$ cat src/rtl/quad_pkg.sv
// Quadrature state encodings, filter counter sizing and the transition classifier.
package quad_pkg;

  localparam int FILT_LEN_DFLT = 4;
  localparam int FCNT_W        = $clog2(FILT_LEN_DFLT + 1);

  localparam logic [1:0] Q00 = 2'b00;
  localparam logic [1:0] Q01 = 2'b01;
  localparam logic [1:0] Q11 = 2'b11;
  localparam logic [1:0] Q10 = 2'b10;

  // Returns {legal, up}; a double-bit change or no change reports legal=0.
  function automatic logic [1:0] q_dir(input logic [1:0] prev, input logic [1:0] st);
    logic [1:0] up_nxt;
    logic [1:0] dn_nxt;
    case (prev)
      Q00:     begin up_nxt = Q01; dn_nxt = Q10; end
      Q01:     begin up_nxt = Q11; dn_nxt = Q00; end
      Q11:     begin up_nxt = Q10; dn_nxt = Q01; end
      default: begin up_nxt = Q00; dn_nxt = Q11; end
    endcase
    return {(st == up_nxt) || (st == dn_nxt), st == up_nxt};
  endfunction

endpackage

$ cat src/rtl/quad_glitch_filter.sv
// Per-channel synchroniser plus stability filter; filt_o follows the synced level
// after FILT_LEN consecutive differing cycles. No backpressure.
module quad_glitch_filter
  import quad_pkg::*;
#(
  parameter int SYNC_STAGES = 2,
  parameter int FILT_LEN    = FILT_LEN_DFLT,
  parameter int CNT_W       = FCNT_W
) (
  input  logic clk,
  input  logic reset,
  input  logic raw_i,
  input  logic prime_i,
  output logic sync_o,
  output logic filt_o
);

  logic [SYNC_STAGES-1:0] sync_q;
  logic [CNT_W-1:0]       cnt_q, cnt_d;
  logic                   filt_q, filt_d;

  assign sync_o = sync_q[SYNC_STAGES-1];
  assign filt_o = filt_q;

  always_comb begin
    filt_d = filt_q;
    cnt_d  = '0;
    if (prime_i) begin
      filt_d = sync_o;
    end else if (sync_o != filt_q) begin
      if (cnt_q == CNT_W'(FILT_LEN - 1)) begin
        filt_d = sync_o;
      end else begin
        cnt_d = cnt_q + CNT_W'(1);
      end
    end
  end

  always_ff @(posedge clk or negedge reset) begin
    if (!reset) begin
      sync_q <= '0;
      cnt_q  <= '0;
      filt_q <= 1'b0;
    end else begin
      sync_q <= {sync_q[SYNC_STAGES-2:0], raw_i};
      cnt_q  <= cnt_d;
      filt_q <= filt_d;
    end
  end

endmodule

$ cat src/rtl/quadrature_decoder.sv
// Quadrature A/B decoder with 4x stepping, loadable modulo position count and sticky error.
// Input level to count update is SYNC_STAGES+FILT_LEN+1 edges; no backpressure.
module quadrature_decoder
  import quad_pkg::*;
#(
  parameter int WIDTH       = 64,
  parameter int SYNC_STAGES = 2,
  parameter int FILT_LEN    = FILT_LEN_DFLT
) (
  input  logic             clk,
  input  logic             reset,
  input  logic             enc_a,
  input  logic             enc_b,
  input  logic             load,
  input  logic [WIDTH-1:0] data,
  input  logic             clear_err,
  output logic [WIDTH-1:0] count,
  output logic             step_valid,
  output logic             step_dir,
  output logic             error
);

  localparam int PCNT_W = $clog2(SYNC_STAGES + 2);
  localparam int CNT_W  = $clog2(FILT_LEN + 1);

  logic              a_s, b_s, filt_a, filt_b;
  logic [PCNT_W-1:0] pcnt_q;
  logic              primed_q;
  logic [1:0]        prev_q, st, dir;
  logic              changed, step_ev, bad_ev;
  logic [WIDTH-1:0]  count_q, count_d;
  logic              step_valid_q, step_dir_q, error_q;

  quad_glitch_filter #(.SYNC_STAGES(SYNC_STAGES), .FILT_LEN(FILT_LEN), .CNT_W(CNT_W)) u_filt_a (
    .clk(clk), .reset(reset), .raw_i(enc_a), .prime_i(!primed_q), .sync_o(a_s), .filt_o(filt_a)
  );

  quad_glitch_filter #(.SYNC_STAGES(SYNC_STAGES), .FILT_LEN(FILT_LEN), .CNT_W(CNT_W)) u_filt_b (
    .clk(clk), .reset(reset), .raw_i(enc_b), .prime_i(!primed_q), .sync_o(b_s), .filt_o(filt_b)
  );

  assign st      = {filt_a, filt_b};
  assign dir     = q_dir(prev_q, st);
  assign changed = primed_q && (st != prev_q);
  assign step_ev = changed && dir[1];
  assign bad_ev  = changed && !dir[1];

  always_comb begin
    count_d = count_q;
    if (load) begin
      count_d = data;
    end else if (step_ev) begin
      count_d = dir[0] ? count_q + WIDTH'(1) : count_q - WIDTH'(1);
    end
  end

  // While priming, prev tracks the level the filters are loading so the first
  // primed cycle sees no spurious transition.
  always_ff @(posedge clk or negedge reset) begin
    if (!reset) begin
      pcnt_q       <= '0;
      primed_q     <= 1'b0;
      prev_q       <= Q00;
      count_q      <= '0;
      step_valid_q <= 1'b0;
      step_dir_q   <= 1'b0;
      error_q      <= 1'b0;
    end else begin
      if (!primed_q) begin
        pcnt_q   <= pcnt_q + PCNT_W'(1);
        primed_q <= (pcnt_q == PCNT_W'(SYNC_STAGES));
        prev_q   <= {a_s, b_s};
      end else begin
        prev_q   <= st;
      end
      count_q      <= count_d;
      step_valid_q <= step_ev;
      if (step_ev) step_dir_q <= dir[0];
      if (bad_ev) error_q <= 1'b1;
      else if (clear_err) error_q <= 1'b0;
    end
  end

  assign count      = count_q;
  assign step_valid = step_valid_q;
  assign step_dir   = step_dir_q;
  assign error      = error_q;

endmodule

$ cat config.mk
export PLATFORM = sky130hd
export DESIGN_NAME = quadrature_decoder
export DESIGN_NICKNAME = d
export VERILOG_FILES = /design/src/rtl/quad_pkg.sv /design/src/rtl/quad_glitch_filter.sv /design/src/rtl/quadrature_decoder.sv
export SDC_FILE = /design/constraint.sdc
export NUM_CORES = 1
export LEC_CHECK = 0
export ABC_AREA = 1
export CAP_MARGIN = 20
export CORE_MARGIN = 3
export CORE_UTILIZATION = 32
export DETAILED_ROUTE_END_ITERATION = 6
export PLACE_DENSITY_LB_ADDON = 0.25
export SLEW_MARGIN = 20
export SYNTH_ARGS = -nofsm -noshare
export SYNTH_HDL_FRONTEND = slang
export SYNTH_SLANG_ARGS = --single-unit
$ cat constraint.sdc
create_clock -name clk -period 6.4 [get_ports clk]
set_input_delay 0.64 -clock clk [delete_from_list [all_inputs] [get_ports clk]]
set_output_delay 0.64 -clock clk [all_outputs]
set_load 0.02 [all_outputs]
==> metrics.yaml <==
sta:
  slew-limit-headroom: 0.3392
  finalSetupViolCount: 0
  slew_viol_final: 0
  max_clock_freq_ghz: 0.2579
  timing.hold.ws_ns: 0.2068
  setup_total_negative_slack_ns: 0
  worst-slew-pin-transition_ns: 0.9913
  finalClockSkew_ns: 0.009985
  fin_crit_sh: 0.6059
  finalHoldViolations: 0
  postLayoutSetupSlackWorst_ns: 2.522
  grt_setup_unrepaired: "no"
  finalCriticalPeriod_ns: 3.878
min_path:
  min-delay-path-class: "in -> async"
setup_path:
  worst_path_largest_cell_delay_ns: 0.80
  arrival_time_of_data_at_the_critical_path_endpoint_ns: 4.13
  crit_path_end_kind: "register"
  crit_path_max_fanout: 39
  data_required_time_of_the_worst_path_ns: 6.65
  category_of_the_most_critical_setup_path: "reg -> reg"
  timing.critical_path.slowest_stage_cell: "sky130_fd_sc_hd__nand2b_2"
  worstPathCellList: "xnor2_1 > nand2b_2 > inv_1 > fa_1 > inv_1 > nand3_1 > nand2_1 > nand2_1 > nand2_1 > nand2_1 > nand2_1 > nand2_1 > nand2_1 > nand2_1 > nand2_1 > nand2_1 > nand3_1 > nand2_1"
  critPathMostFrequentCell: "sky130_fd_sc_hd__nand2_1"
  worstSetupStartpointType: "register"
global_route:
  grt_usage: 0.2314
  grt_remaining_overflow: 0
  grt_antenna_before_repair: 0
  grt_start_max_net_pins: 65
  first_global_vias: 9989
  global_route_wire_length_before_repair_mm: 56.44
clock_tree:
  postCtsHoldBufs: 0
  cts-root-buf: "sky130_fd_sc_hd__clkbuf_16"
  path_clk_slew_ns: 0.09
  tritoncts: "built"
  cts.path.max_buffers: 2
  clk_latency_ns: 0.37
  cts_buffers: 9
  quantity_of_gates_resized_following_cts: 0
  post-cts-setup-buffer-count: 0
  htreeDepth: 3
  total_number_of_clock_tree_sinks: 84
placed_design:
  routability_congestion: 1.004
  detailedPlacementHpwl_mm: 29.39
  placement.setup.worst_slack_ns: 2.521
  buffer_ports.inserted: 136
die:
  floorplan.die.height_um: 178.2
  design.portCount: 137
  placementRows: 62
  fp.dieArea_mm2: 0.03176
  coreArea_mm2: 0.02894
  floorplan.initialDensity: 0.3280
  chip_width_um: 178.2
yosys:
  post_synthesis_cell_area_mm2: 0.009492
  seq_area_frac_synth: 0.2215
  syn-num-nets: 1829
  synth_warnings: 0
  post_synth.cell_area_avg_um2: 5.616
  synth_cell_types: 34
  synth-seq-cells: 84
  synthCells: 1690
final_layout:
  area.growth.synth_to_final_pct: 21.37
  finished_core_util: 0.3981
  antennaDiodeCount: 0
  share_of_cells_above_drive_strength_1: 0.01808
  filler_cell_count: 3268
  final_nets: 1959
route:
  route.antenna.remaining_nets: 0
  drt-vias-per-instance: 4.770
  avgRoutedWirePerCell_um: 16.42
  vias: 10537
  drtIter0Drc: 871
  postRouteWirelength_mm: 36.27
  drtPass1Iterations: 7
  remaining_drc_errors: 2
job:
  max_cap_violation_count: 0
status:
  failed_checks: "design-rule violations"
  outcome: "finished with violations"
-- metal layers --
layer | up-vias | global-route usage | wire, um
li1 | 5400 | - | -
met1 | 4791 | 0.3506 | 18520
met2 | 297 | 0.3378 | 14740
met3 | 49 | 0.03321 | 2096
met4 | 0 | 0.06721 | 914
met5 | - | 0 | 0
-- worst max-delay path: cells and delay by family (launching register included) --
kind / cells / cell delay [ns]
DFF: 1 / 0.45
and+or+nand+nor: 14 / 2.38
buffers and inverters: 2 / 0.26
xor gates and xnor gates: 1 / 0.21
adders and majority gates: 1 / 0.44
-- metrics by stage --
stage / cell area (um2) / std cells
after floorplan: 9492 / 1690
after global placement: 11220 / 2193
after detailed placement: 11220 / 2193
after CTS: 11520 / 2209
after global routing: 11520 / 2209
final: 11520 / 2209
-- logic make-up after synthesis --
family                     count (synthesis)  share of synthesized area
buffers and inverters                    386                     0.1607
AOI/OAI and AO/OA                        130                    0.08278
and+or+nand+nor                          997                     0.4212
DFF                                       84                     0.2215
xor gates and xnor gates                  24                    0.02215
adders and majority gates                 69                    0.09175
-- synth_stat cells (all sizes together) --
cell    number  area share
o22ai        1     0.00066
nand2      719        0.29
nor3        18      0.0095
a22o        23       0.021
buf         14       0.013
ha          68       0.090
xnor2       18       0.017
nand2b       1     0.00066
nand3       95       0.050
or2b         1     0.00079
and2         1     0.00066
or2          3      0.0020
o21bai       6      0.0047
inv        364        0.14
nor4         4      0.0026
nand3b       7      0.0055
nor2       137       0.057
fa           1      0.0021
o21ai       36       0.019
a21oi       51       0.027
dfrtp       84        0.22
clkbuf       7      0.0028
xor2         6      0.0055
o211ai      13       0.010
clkinv       1     0.00040
nand4       11      0.0073
-- layout by cell type (no fill, tap or decap), drive strengths merged --
cell type	n
clkdlybuf4s50	134
or2b	1
fa	1
o22ai	1
nand2b	1
dfrtp	84
nor3	18
and2	1
inv	368
nand4	11
a21oi	51
nor4	4
ha	68
clkinv	4
a22o	23
nand3b	7
or2	3
o21ai	36
nor2	137
xnor2	18
o211ai	13
clkbuf	9
nand2	719
nand3	95
buf	6
xor2	6
o21bai	6
-- sequential cells by signal (all words and copies together) (netlist names) --
register and count:
count 64, error 1, pcnt_q 2, prev_q 2, primed_q 1, step_dir 1, step_valid 1, u_filt_a.cnt_q 3
u_filt_a.filt_o 1, u_filt_a.sync_q 2, u_filt_b.cnt_q 3, u_filt_b.filt_o 1, u_filt_b.sync_q 2
-- area by class of cell --
class	count	area (um2)	area share
tap	384	480.5	0.04171
clock buffer	9	225.2	0.01955
clock inverter	7	76.32	0.006625
sequential	84	2102	0.1825
inverter	365	1373	0.1191
multi-input combinational	1220	5867	0.5093
timing repair buffer	140	1396	0.1212
-- worst paths after layout --
kind / startpoint / end / slack (ns) / depth (start not counted)
max: u_filt_b.filt_o$_DFFE_PN0P_ / count[46]$_DFFE_PN0P_ / 2.52 / 18
min: reset / count[50]$_DFFE_PN0P_ / 0.21 / 1
max reg2reg: u_filt_b.filt_o$_DFFE_PN0P_ / count[46]$_DFFE_PN0P_ / 2.52 / 18
min reg2reg: u_filt_b.sync_q[0]$_DFF_PN0_ / u_filt_b.sync_q[1]$_DFF_PN0_ / 0.36 / 0
max in group asynchronous: reset / count[32]$_DFFE_PN0P_ / 5.01 / 2
min in group clk: u_filt_b.sync_q[0]$_DFF_PN0_ / u_filt_b.sync_q[1]$_DFF_PN0_ / 0.36 / 0
Power is not shown: default switching activity piles up to over one toggle a cycle in this logic, so the estimate is an artifact.
